==> src/rtl/ram_fifo_ctrl.sv <==
// ram_fifo_ctrl: stream FIFO controller around an external 1W / 1 async-read RAM.
// Owns the pointers, full/empty tracking and both valid/ready handshakes.
// Optional feature macro: RAM_FIFO_CTRL_OUTPUT_REG_EN adds a one-entry registered
// output stage (pop side fully registered, capacity 2^DEPTH_LOG2 + 1).
module ram_fifo_ctrl #(
  parameter int DEPTH_LOG2 = 4,
  parameter int WIDTH      = 32
) (
  input  logic                  clk,
  input  logic                  reset,
  input  logic                  flush,
  input  logic                  push_valid,
  output logic                  push_ready,
  input  logic [WIDTH-1:0]      push_payload,
  output logic                  pop_valid,
  input  logic                  pop_ready,
  output logic [WIDTH-1:0]      pop_payload,
  output logic [DEPTH_LOG2+1:0] occupancy,
  output logic                  ram_wr_en,
  output logic [DEPTH_LOG2-1:0] ram_wr_addr,
  output logic [WIDTH-1:0]      ram_wr_data,
  output logic [DEPTH_LOG2-1:0] ram_rd_addr,
  input  logic [WIDTH-1:0]      ram_rd_data
);

  localparam int PW = DEPTH_LOG2 + 1;

  logic [PW-1:0] wr_ptr;
  logic [PW-1:0] rd_ptr;
  logic [PW-1:0] ram_count;
  logic          ram_empty;
  logic          ram_full;
  logic          push_fire;
  logic          pop_fire;
  logic          deq;

  // The MSB of each pointer is a wrap flag, so equal low bits mean either empty or full.
  assign ram_empty = (wr_ptr == rd_ptr);
  assign ram_full  = (wr_ptr[DEPTH_LOG2] != rd_ptr[DEPTH_LOG2]) &&
                     (wr_ptr[DEPTH_LOG2-1:0] == rd_ptr[DEPTH_LOG2-1:0]);
  assign ram_count = wr_ptr - rd_ptr;

  assign push_ready = !ram_full && !flush;
  assign push_fire  = push_valid && push_ready;

  assign ram_wr_en   = push_fire;
  assign ram_wr_addr = wr_ptr[DEPTH_LOG2-1:0];
  assign ram_wr_data = push_payload;
  assign ram_rd_addr = rd_ptr[DEPTH_LOG2-1:0];

  // Pointer update: flush rewinds both pointers, otherwise advance on push and dequeue.
  always_ff @(posedge clk or posedge reset) begin
    if (reset) begin
      wr_ptr <= '0;
      rd_ptr <= '0;
    end else if (flush) begin
      wr_ptr <= '0;
      rd_ptr <= '0;
    end else begin
      if (push_fire) wr_ptr <= wr_ptr + 1'b1;
      if (deq)       rd_ptr <= rd_ptr + 1'b1;
    end
  end

`ifdef RAM_FIFO_CTRL_OUTPUT_REG_EN
  logic             out_valid;
  logic [WIDTH-1:0] out_data;

  assign pop_fire = out_valid && pop_ready && !flush;
  // Refill the stage whenever it is empty or being drained this cycle.
  assign deq      = !ram_empty && (!out_valid || pop_fire) && !flush;

  // Output stage: loads from the RAM on dequeue, empties on a pop with nothing behind it.
  always_ff @(posedge clk or posedge reset) begin
    if (reset) begin
      out_valid <= 1'b0;
      out_data  <= '0;
    end else if (flush) begin
      out_valid <= 1'b0;
    end else if (deq) begin
      out_valid <= 1'b1;
      out_data  <= ram_rd_data;
    end else if (pop_fire) begin
      out_valid <= 1'b0;
    end
  end

  assign pop_valid   = out_valid;
  assign pop_payload = out_data;
  assign occupancy   = {1'b0, ram_count} + {{PW{1'b0}}, out_valid};
`else
  // The RAM slot under rd_ptr cannot be overwritten while occupied, so the
  // combinational read data is stable for as long as the word is presented.
  assign pop_valid   = !ram_empty;
  assign pop_payload = ram_rd_data;
  assign pop_fire    = pop_valid && pop_ready && !flush;
  assign deq         = pop_fire;
  assign occupancy   = {1'b0, ram_count};
`endif

endmodule

==> config.mk <==
export PLATFORM = sky130hd
export DESIGN_NAME = ram_fifo_ctrl
export DESIGN_NICKNAME = d
export VERILOG_FILES = /design/src/rtl/ram_fifo_ctrl.sv
export SDC_FILE = /design/constraint.sdc
export NUM_CORES = 1
export LEC_CHECK = 0
export CAP_MARGIN = 30
export CELL_PAD_IN_SITES_DETAIL_PLACEMENT = 2
export CELL_PAD_IN_SITES_GLOBAL_PLACEMENT = 2
export CORE_MARGIN = 3
export CORE_UTILIZATION = 13
export DETAILED_ROUTE_END_ITERATION = 8
export GPL_TIMING_DRIVEN = 1
export PLACE_DENSITY_LB_ADDON = 0.25
export SLEW_MARGIN = 25
export SYNTH_ARGS = -nofsm -noshare
export SYNTH_HDL_FRONTEND = slang
export SYNTH_SLANG_ARGS = --single-unit
==> constraint.sdc <==
create_clock -name clk -period 5.5 [get_ports clk]
set_input_delay 1.375 -clock clk [delete_from_list [all_inputs] [get_ports clk]]
set_output_delay 1.375 -clock clk [all_outputs]
set_load 0.01 [all_outputs]
==> impl_metrics.toml <==
[run_status]
status = "finished, final reports clean"

[sta]
period_share = 0.773
fin_ws_ns = 1.25
max_freq_mhz = 235
final_hold_viol_count = 0
finalMaxSlewViolations = 0
period_needed_ns = 4.25
fin_tns_setup_ns = 0
rsz0062_at_grt = "no"
setup_viol = 0
skew_ns = 0.00595

[clock_network]
post_cts_buffers = 0
path_clk_slew_ns = 0.04
root_buffer = "clkbuf_8"
cts.sinks = 10
ctsResizeCount = 0
cts_hold_buf = 0
cts-htree-levels = 1
clk_latency_ns = 0.24
clockBufferDepth = 2
cts_buffers = 3
cts_tree = "yes"

[drt]
drtPass1Iterations = 4
drt_wl_total_mm = 2.53
wire_per_inst_um = 11.2
drt_iter0_markers = 22
remaining_drc_errors = 0
vias = 645
via_per_inst = 2.87
drtAntennaViolNets = 0

[place]
post-place-ws_ns = 1.22
port_buffers = 20
gp_congestion = 0.679
place_hpwl_mm = 2.09

[cells_and_area]
nNetsFinal = 174
area_delta_synth_final_pct = -12.3
diodes = 0
layout-drive-gt1-share = 0.0729

[global_route]
overflow = 0
antenna_found_initial = 0
grt_max_degree = 13
use_met3 = 0.0255
grt_pass1_vias = 765
grt_usage = 0.0498
grt_pass1_wl_mm = 4.20
grt_use_met1 = 0.0588
busiest_layer = "met2"
grt_util_met2 = 0.0724

[floorplanning]
die_area_um2 = 10800
rows = 35
io_pins = 150
initial_core_util = 0.134
fp.dieH_um = 104
die_w_um = 104
coreArea_um2 = 9240

[synthesis]
syn_nets = 223
synth_edf_count = 0
synth_top_cell_by_area = "buf_4"
ys_async_sr_fraction = 1.00
ys_warn_count = 0
synth_area_leaders = "buf_4, dfrtp_1, ha_1, xnor2_1, a21oi_1"
syn_avg_cell_area_um2 = 8.44
ys_types = 24
ys.flop_type = "dfrtp_1"
ys_ff_latch = 10
synth_common_cells = "buf_4, dfrtp_1, nor2_1"
synth_top_area_frac = 0.442
netlist_area_um2 = 1240
netlist_instances = 147
synth.most_common_cell = "buf_4"
seq_area_frac_synth = 0.202

[pwr]
sequentialPowerShare = 0.295
peakVddDrop_mv = 0.0405
power_density_nw_per_um2 = 268
power_frac_comb = 0.445
p_leak_nw = 0.410
swShare = 0.337
intPower_mw = 0.194
power_switching_mw = 0.0984
clkPwrFrac = 0.260

[setup_path]
start_kind = "input pin"
arrival_ns = 2.87
cp-end-kind = "output port"
critPathMaxFanout = 12
required_ns = 4.12
crit_type = "input pin to output port"

[flow_run]
cap_violations = 0

[min_path]
hold_class = "flip-flop to flip-flop"
[final timing paths]
| kind | start | endpoint | slack [ns] | cells after the start |
|---|---|---|---|---|
| max | flush | push_ready | 1.25 | 3 |
| max in group asynchronous | reset | rd_ptr[3] | 3.75 | 2 |
| min reg2reg | rd_ptr[3] | rd_ptr[3] | 0.59 | 2 |
| min | rd_ptr[3] | rd_ptr[3] | 0.59 | 2 |
| max reg2reg | rd_ptr[2] | rd_ptr[4] | 3.57 | 6 |
| min in group asynchronous | reset | wr_ptr[3] | 1.45 | 2 |
[per-stage QoR]
step | power, mW | hold WS [ns] | instance area [µm²] | utilization | std cells
4_1_cts | 0.302 | 0.601 | 1090 | 0.118 | 225
3_5_place_dp | 0.221 | 0.594 | 1050 | 0.113 | 222
6_report | 0.292 | 0.588 | 1090 | 0.118 | 225
2_1_floorplan | 0.216 | 0.535 | 1240 | - | 147
3_3_place_gp | 0.221 | 0.584 | 1050 | 0.113 | 222
5_1_grt | 0.316 | 0.656 | 1090 | 0.118 | 225
[registers in the layout, summed over array words and instances (netlist names)]
| name | cells |
|---|---|
| rd_ptr | 5 |
| wr_ptr | 5 |
[final cells by class]
cell class                      instances  area, µm²
Clock buffer                            3       41.3
Sequential cell                        10        250
Multi-Input combinational cell         55        402
Tap cell                              129        161
Fill cell                            1081       8150
Timing Repair Buffer                   21        208
Inverter                                7       26.3
[metal layers]
| layer | routed length [µm] | share of wire |
|---|---|---|
| met5 | 0 | 0 |
| met4 | 32 | 0.013 |
| met3 | 234 | 0.093 |
| met2 | 1110 | 0.44 |
| met1 | 1150 | 0.45 |
[cells in the final DEF, fill, tap and decap left out]
master	n
a21o_1	2
ha_1	6
fa_1	1
a21oi_1	8
nand2_1	3
o21ai_0	1
inv_1	7
and4_4	1
dfrtp_1	10
mux2i_1	1
nand3_1	2
a2111oi_2	1
nand4_1	3
conb_1	1
nor2_1	9
o211ai_1	1
clkbuf_8	3
clkdlybuf4s50_1	20
buf_4	1
xnor2_1	8
xor2_1	4
o21ai_1	1
or3_1	1
o21ai_2	1
[worst max-delay path, stage by stage]
cell             delay (ns)
clkdlybuf4s50_1        0.65
a21oi_1                0.26
clkdlybuf4s50_1        0.58
[power groups by stage]
stage               sequential [mW]  clock, mW  combinational (mW)
finish                       0.0861     0.0760               0.130
global route                 0.0876     0.0843               0.144
CTS                          0.0867     0.0821               0.134
detailed placement           0.0879          0               0.133
global placement             0.0878          0               0.133
floorplan                    0.0845          0               0.131
[logic make-up after synthesis]
group	share of synthesized area
AND/OR/NAND/NOR	0.0736
XOR/XNOR	0.0847
buffers and inverters	0.475
other	0.00302
AO/OA/AOI/OAI	0.0776
multiplexers	0.00806
flip-flops	0.202
adder cells (fa/ha/maj)	0.0766
No activity file was read; power rests on OpenSTA's default activity.
